`config.mk`:
```
export PLATFORM = sky130hd
export DESIGN_NAME = mac_pipe_nxn_flat
export DESIGN_NICKNAME = d
export VERILOG_FILES = /design/src/rtl/mac_pipe_nxn_if.sv /design/src/rtl/mac_pipe_nxn.sv /design/src/flat_wrapper.sv
export SDC_FILE = /design/constraint.sdc
export NUM_CORES = 2
export LEC_CHECK = 0
export CAP_MARGIN = 20
export CORE_ASPECT_RATIO = 0.9
export CORE_MARGIN = 2
export CORE_UTILIZATION = 45
export DETAILED_ROUTE_END_ITERATION = 8
export GPL_TIMING_DRIVEN = 0
export PLACE_DENSITY = 0.67
export SYNTH_ARGS = -nofsm -noshare
export SYNTH_HDL_FRONTEND = slang
export SYNTH_SLANG_ARGS = --single-unit
export TNS_END_PERCENT = 10
```
`constraint.sdc`:
```
create_clock -name i_clk -period 3.1 [get_ports i_clk]
set_input_delay 0.62 -clock i_clk [delete_from_list [all_inputs] [get_ports i_clk]]
set_output_delay 0.62 -clock i_clk [all_outputs]
set_load 0.05 [all_outputs]
```
`src/rtl/mac_pipe_nxn_if.sv`:
```
// Handshake and data bundle for the pipelined MAC: operand beat in, product/accumulator beat out.
// slave is the MAC side, master is the operand sequencer / result consumer side.
interface mac_pipe_nxn_if #(
    parameter int unsigned DW    = 32,
    parameter int unsigned GUARD = 8
);
    localparam int unsigned PW    = 2 * DW;
    localparam int unsigned ACC_W = PW + GUARD;

    logic             i_valid;
    logic             o_ready;
    logic             i_multa_ns;
    logic             i_multb_ns;
    logic [DW-1:0]    i_multa;
    logic [DW-1:0]    i_multb;
    logic             i_acc_en;
    logic             i_acc_clr;
    logic             o_valid;
    logic             i_ready;
    logic [PW-1:0]    o_product;
    logic [ACC_W-1:0] o_acc;
    logic             o_acc_ovf;

    modport slave (
        input  i_valid, i_multa_ns, i_multb_ns, i_multa, i_multb,
               i_acc_en, i_acc_clr, i_ready,
        output o_ready, o_valid, o_product, o_acc, o_acc_ovf
    );

    modport master (
        output i_valid, i_multa_ns, i_multb_ns, i_multa, i_multb,
               i_acc_en, i_acc_clr, i_ready,
        input  o_ready, o_valid, o_product, o_acc, o_acc_ovf
    );
endinterface

```
`src/rtl/mac_pipe_nxn.sv`:
```
// Pipelined DW x DW multiply-accumulate with per-operand signedness, valid/ready
// handshake and a whole-pipeline stall. Accumulator lives in the output stage.
module mac_pipe_nxn #(
    parameter int unsigned DW    = 32,
    parameter int unsigned LAT   = 3,
    parameter int unsigned GUARD = 8
) (
    input  logic          i_clk,
    input  logic          i_rstn,
    mac_pipe_nxn_if.slave bus
);
    localparam int unsigned PW    = 2 * DW;
    localparam int unsigned ACC_W = PW + GUARD;

    typedef struct packed {
        logic          vld;
        logic          sx;
        logic          en;
        logic          clr;
        logic [PW-1:0] prod;
    } beat_t;

    logic             stall;
    logic             advance;
    logic [PW-1:0]    a_w;
    logic [PW-1:0]    b_w;
    beat_t            in_beat;
    beat_t            tail;
    logic [ACC_W-1:0] p_ext;
    logic [ACC_W-1:0] acc_sum;
    logic [ACC_W-1:0] acc_nxt;
    logic             sum_ovf;
    logic             ovf_nxt;

    // A held output beat freezes every stage, bubbles included.
    assign stall       = bus.o_valid && !bus.i_ready;
    assign advance     = !stall;
    assign bus.o_ready = advance;

    // Low 2*DW bits of the (DW+1)-bit signed product only depend on the
    // operands extended to 2*DW, so an unsigned 2*DW multiply is exact here.
    always_comb begin
        a_w          = {{DW{bus.i_multa_ns & bus.i_multa[DW-1]}}, bus.i_multa};
        b_w          = {{DW{bus.i_multb_ns & bus.i_multb[DW-1]}}, bus.i_multb};
        in_beat      = '0;
        in_beat.vld  = bus.i_valid;
        in_beat.sx   = bus.i_multa_ns | bus.i_multb_ns;
        in_beat.en   = bus.i_acc_en;
        in_beat.clr  = bus.i_acc_clr;
        in_beat.prod = a_w * b_w;
    end

    // LAT-1 delay stages ahead of the output/accumulator stage.
    generate
        if (LAT == 1) begin : g_direct
            assign tail = in_beat;
        end else if (LAT == 2) begin : g_one
            beat_t pipe_q;
            always_ff @(posedge i_clk or negedge i_rstn) begin
                if (!i_rstn) begin
                    pipe_q <= '0;
                end else if (advance) begin
                    pipe_q <= in_beat;
                end
            end
            assign tail = pipe_q;
        end else begin : g_multi
            beat_t [LAT-2:0] pipe_q;
            always_ff @(posedge i_clk or negedge i_rstn) begin
                if (!i_rstn) begin
                    pipe_q <= '0;
                end else if (advance) begin
                    pipe_q <= {pipe_q[LAT-3:0], in_beat};
                end
            end
            assign tail = pipe_q[LAT-2];
        end
    endgenerate

    // Next accumulator state for the beat entering the output stage.
    always_comb begin
        acc_nxt = bus.o_acc;
        ovf_nxt = bus.o_acc_ovf;
        p_ext   = tail.sx ? {{GUARD{tail.prod[PW-1]}}, tail.prod}
                          : {{GUARD{1'b0}}, tail.prod};
        acc_sum = bus.o_acc + p_ext;
        sum_ovf = (bus.o_acc[ACC_W-1] == p_ext[ACC_W-1]) &&
                  (acc_sum[ACC_W-1] != bus.o_acc[ACC_W-1]);
        case ({tail.clr, tail.en})
            2'b11: begin
                acc_nxt = p_ext;
                ovf_nxt = 1'b0;
            end
            2'b10: begin
                acc_nxt = '0;
                ovf_nxt = 1'b0;
            end
            2'b01: begin
                acc_nxt = acc_sum;
                ovf_nxt = bus.o_acc_ovf | sum_ovf;
            end
            default: begin
                acc_nxt = bus.o_acc;
                ovf_nxt = bus.o_acc_ovf;
            end
        endcase
    end

    // Output stage; bubbles clear o_valid but leave data and accumulator untouched.
    always_ff @(posedge i_clk or negedge i_rstn) begin
        if (!i_rstn) begin
            bus.o_valid   <= 1'b0;
            bus.o_product <= '0;
            bus.o_acc     <= '0;
            bus.o_acc_ovf <= 1'b0;
        end else if (advance) begin
            bus.o_valid <= tail.vld;
            if (tail.vld) begin
                bus.o_product <= tail.prod;
                bus.o_acc     <= acc_nxt;
                bus.o_acc_ovf <= ovf_nxt;
            end
        end
    end
endmodule

```
`src/flat_wrapper.sv`:
```
// flat-port wrapper written by rule: the top's interface ports become plain ports
module mac_pipe_nxn_flat 
#(
    parameter int unsigned DW    = 32,
    parameter int unsigned LAT   = 3,
    parameter int unsigned GUARD = 8
)
  (i_clk, i_rstn, bus_i_valid, bus_i_multa_ns, bus_i_multb_ns, bus_i_multa, bus_i_multb, bus_i_acc_en, bus_i_acc_clr, bus_i_ready, bus_o_ready, bus_o_valid, bus_o_product, bus_o_acc, bus_o_acc_ovf);
  mac_pipe_nxn_if #(.DW(DW), .GUARD(GUARD)) bus_i ();
  input  logic i_clk;
  input  logic i_rstn;
  input wire logic [$bits(bus_i.i_valid)-1:0] bus_i_valid;
  input wire logic [$bits(bus_i.i_multa_ns)-1:0] bus_i_multa_ns;
  input wire logic [$bits(bus_i.i_multb_ns)-1:0] bus_i_multb_ns;
  input wire logic [$bits(bus_i.i_multa)-1:0] bus_i_multa;
  input wire logic [$bits(bus_i.i_multb)-1:0] bus_i_multb;
  input wire logic [$bits(bus_i.i_acc_en)-1:0] bus_i_acc_en;
  input wire logic [$bits(bus_i.i_acc_clr)-1:0] bus_i_acc_clr;
  input wire logic [$bits(bus_i.i_ready)-1:0] bus_i_ready;
  output wire logic [$bits(bus_i.o_ready)-1:0] bus_o_ready;
  output wire logic [$bits(bus_i.o_valid)-1:0] bus_o_valid;
  output wire logic [$bits(bus_i.o_product)-1:0] bus_o_product;
  output wire logic [$bits(bus_i.o_acc)-1:0] bus_o_acc;
  output wire logic [$bits(bus_i.o_acc_ovf)-1:0] bus_o_acc_ovf;
  assign bus_i.i_valid = bus_i_valid;
  assign bus_i.i_multa_ns = bus_i_multa_ns;
  assign bus_i.i_multb_ns = bus_i_multb_ns;
  assign bus_i.i_multa = bus_i_multa;
  assign bus_i.i_multb = bus_i_multb;
  assign bus_i.i_acc_en = bus_i_acc_en;
  assign bus_i.i_acc_clr = bus_i_acc_clr;
  assign bus_i.i_ready = bus_i_ready;
  assign bus_o_ready = bus_i.o_ready;
  assign bus_o_valid = bus_i.o_valid;
  assign bus_o_product = bus_i.o_product;
  assign bus_o_acc = bus_i.o_acc;
  assign bus_o_acc_ovf = bus_i.o_acc_ovf;
  mac_pipe_nxn #(.DW(DW), .LAT(LAT), .GUARD(GUARD)) u_core (.i_clk(i_clk), .i_rstn(i_rstn), .bus(bus_i));
endmodule
```
==> run metrics <==
status=complete, but fails checks; failing checks=setup timing; synthesized instance count=5763; Die H=328 µm; sequential share of the synthesized area=13.0%; drt pass-1 iters=6; Post-DP HPWL=164000 µm; # nets final=7560; crit path kind=input port to flop; final setup margin=-4.67 ns; TritonCTS clock tree=built; Residual DRC=0; Root Buffer=clkbuf_16; CTS max path bufs=3; crit path DAT=8.21 ns; core area=0.116 mm²; count leader, synth=inv_1; largest net degree at the start of global routing=115; Max Cap Viol=0; syn_nets=7246; yosys warns=0; Area growth syn-to-layout=17.1%; DR iter-0 viols=3885; post-route minimum period=7.77 ns; die width=364 µm; first-pass GRT wire length=292000 µm; Worst Path Required=3.53 ns; I/O pin total=211; Peak Freq=129 MHz; Die Area=0.120 mm²; Num CTS Buffers=28; DR vias/cell=5.53; Synth top cells by count=inv_1 (1136), fa_1 (1126), nand2_1 (1045), and2_1 (366), ha_1 (285); Fin. Hold Viols=0; post-route clock period utilization=251%; number of global-route vias before repair=44100; crit end category=flop; hold_ws=0.462 ns; Worst-Margin Slew=0.974 ns; clock skew=0.0309 ns; Worst setup SP type=input port; Tot GR Track Use=33.6%; total length of routed wires=199000 µm; EDFF count, synth=0; layout cell share with drive strength beyond 1=12.6%; share of the synthesized area in the top cell type=42.8%; XOR/XNOR Fraction of Synth Area=2.25%; Mapped Area=0.0526 mm²; Clock transition at path regs=0.06 ns; post-route ant nets=0; compound-gate portion of the synthesized area=7.83%; TNS Setup=-227.58 ns; biggest area consumer among synthesized cells=fa_1; ys flop type=dfrtp_1; routability cong.=0.996; Final Cell Area=0.0616 mm²; Cell Area, Placed=0.0573 mm²; HP Class=flop to flop; Crit Path Max Fanout=10; Post-Synth Adder-Cell Area=49.6%; ranking of synthesized cells by area=fa_1 (43%), dfrtp_1 (13%), inv_1 (8.1%); #FFs+latches synth=274; Initial Utilization=45.2%; row count=119; r2r setup slk=-0.62 ns; Clock Sinks=274; ys async rst share=100%; Setup Viol. Count Final=96; mux share of post-synthesis cell area=1.41%; main combinational cell family by area after synthesis=adder cells; initial antenna violation count=8; Slew Limit Headroom=35.0%; Simple-Gate Fraction of Synth Area=15.5%; total number of vias=42400; syn avg cell area=9.13 µm²; CTS H-Tree Depth=1; clk_lat worst skew=0.59 ns; wire per inst=25.9 µm; I/O Buffers=208; total grt overflow=0; RSZ-0062 raised after global routing=yes; Max Slew Vio Count=0; Netlist cell types=80
[final cells by class]
cell class | count | area (µm²)
Timing Repair Buffer | 286 | 2770
Clock inverter | 8 | 150
Tap cell | 1573 | 1970
Inverter | 1137 | 4290
Antenna cell | 1 | 2.50
Fill cell | 10700 | 54800
Clock buffer | 43 | 888
Sequential cell | 274 | 6870
Buffer | 301 | 3000
Timing Repair inverter | 1 | 6.26
Multi-Input combinational cell | 4048 | 41700
[kinds of logic (layout without fill, tap and decap cells)]
family | Yosys count | after routing
and+or+nand+nor | 1817 | 1817
xor gates and xnor gates | 135 | 135
other | 0 | 1
buffers and inverters | 1441 | 1776
muxes | 66 | 66
adders and majority gates | 1411 | 1411
AOI/OAI and AO/OA | 619 | 619
DFF | 274 | 274
[registers in the layout, summed over array words and instances (netlist names)]
signal and count:
u_core.bus.o_acc 72, u_core.bus.o_product 64, u_core.g_multi.pipe_q 136, u_core.bus.o_acc_ovf 1, u_core.bus.o_valid 1
[per-stage QoR]
step                cells  utilization [%]  setup slack, ns
finish               7672             52.9            -4.67
global route         7671             52.9            -4.88
CTS                  7656             52.4            -4.59
detailed placement   7548             49.2            -7.04
global placement     7544             49.2           -10.42
floorplan            5763                -            -4.60
[critical path, stage by stage]
cell	delay (ns)
buf_8	0.17
clkbuf_8	0.24
nand2_1	0.09
fa_1	0.48
fa_1	0.56
inv_1	0.05
fa_1	0.57
inv_1	0.10
fa_2	0.62
fa_1	0.45
fa_1	0.47
fa_2	0.53
inv_1	0.05
fa_1	0.36
ha_1	0.31
buf_6	0.14
a21o_1	0.18
o21bai_4	0.18
a2111oi_4	0.39
o41ai_4	0.19
o31ai_4	0.35
o41ai_4	0.12
buf_4	0.17
nand3_2	0.08
nand3_4	0.09
a221o_1	0.35
xnor2_2	0.21
o21ai_1	0.08
[routing by layer]
layer	wire length [µm]	global-route usage [%]	share of wire [%]	up-vias
met2	86600	50.7	44	2202
met1	76500	43.4	39	21600
met4	13500	18.2	6.8	16
met3	21700	9.95	11	545
met5	318	1.48	0.16	-
li1	-	-	-	18100
[repair_timing]
action                                 CTS  global route
setup endpoints to repair              121           161
endpoints found under the hold margin   40             0
gates cloned                             1             0
hold buffers                             1             0
buffers inserted                        61            14
pin swaps                              104            38
resized for setup                      925           133
[path summary, 6_finish.rpt]
check | startpoint | end | cells after the start
max in group asynchronous | i_rstn | u_core.g_multi.pipe_q[49] | 4
min | u_core.g_multi.pipe_q[5] | u_core.g_multi.pipe_q[73] | 2
min in group asynchronous | i_rstn | u_core.bus.o_acc[65] | 2
min reg2reg | u_core.g_multi.pipe_q[5] | u_core.g_multi.pipe_q[73] | 2
max reg2reg | u_core.g_multi.pipe_q[78] | u_core.bus.o_acc[55] | 12
max | bus_i_multb[5] | u_core.g_multi.pipe_q[63] | 28
[layout by cell type, fill, tap and decap left out, types with 64 or more instances in the layout]
cell type / n
nand2_1: 1030
a21o_1: 75
dfrtp_1: 260
a21oi_1: 168
buf_4: 81
and2_1: 340
clkbuf_1: 86
clkbuf_8: 93
fa_1: 1093
inv_1: 1110
o21ai_0: 95
clkdlybuf4s50_1: 142
clkbuf_16: 64
nor2_1: 221
xnor2_1: 69
ha_1: 243
Power is left out: the tool's default activity adds up to more than one toggle a clock period on the data nets, which glitch-free logic cannot reach.
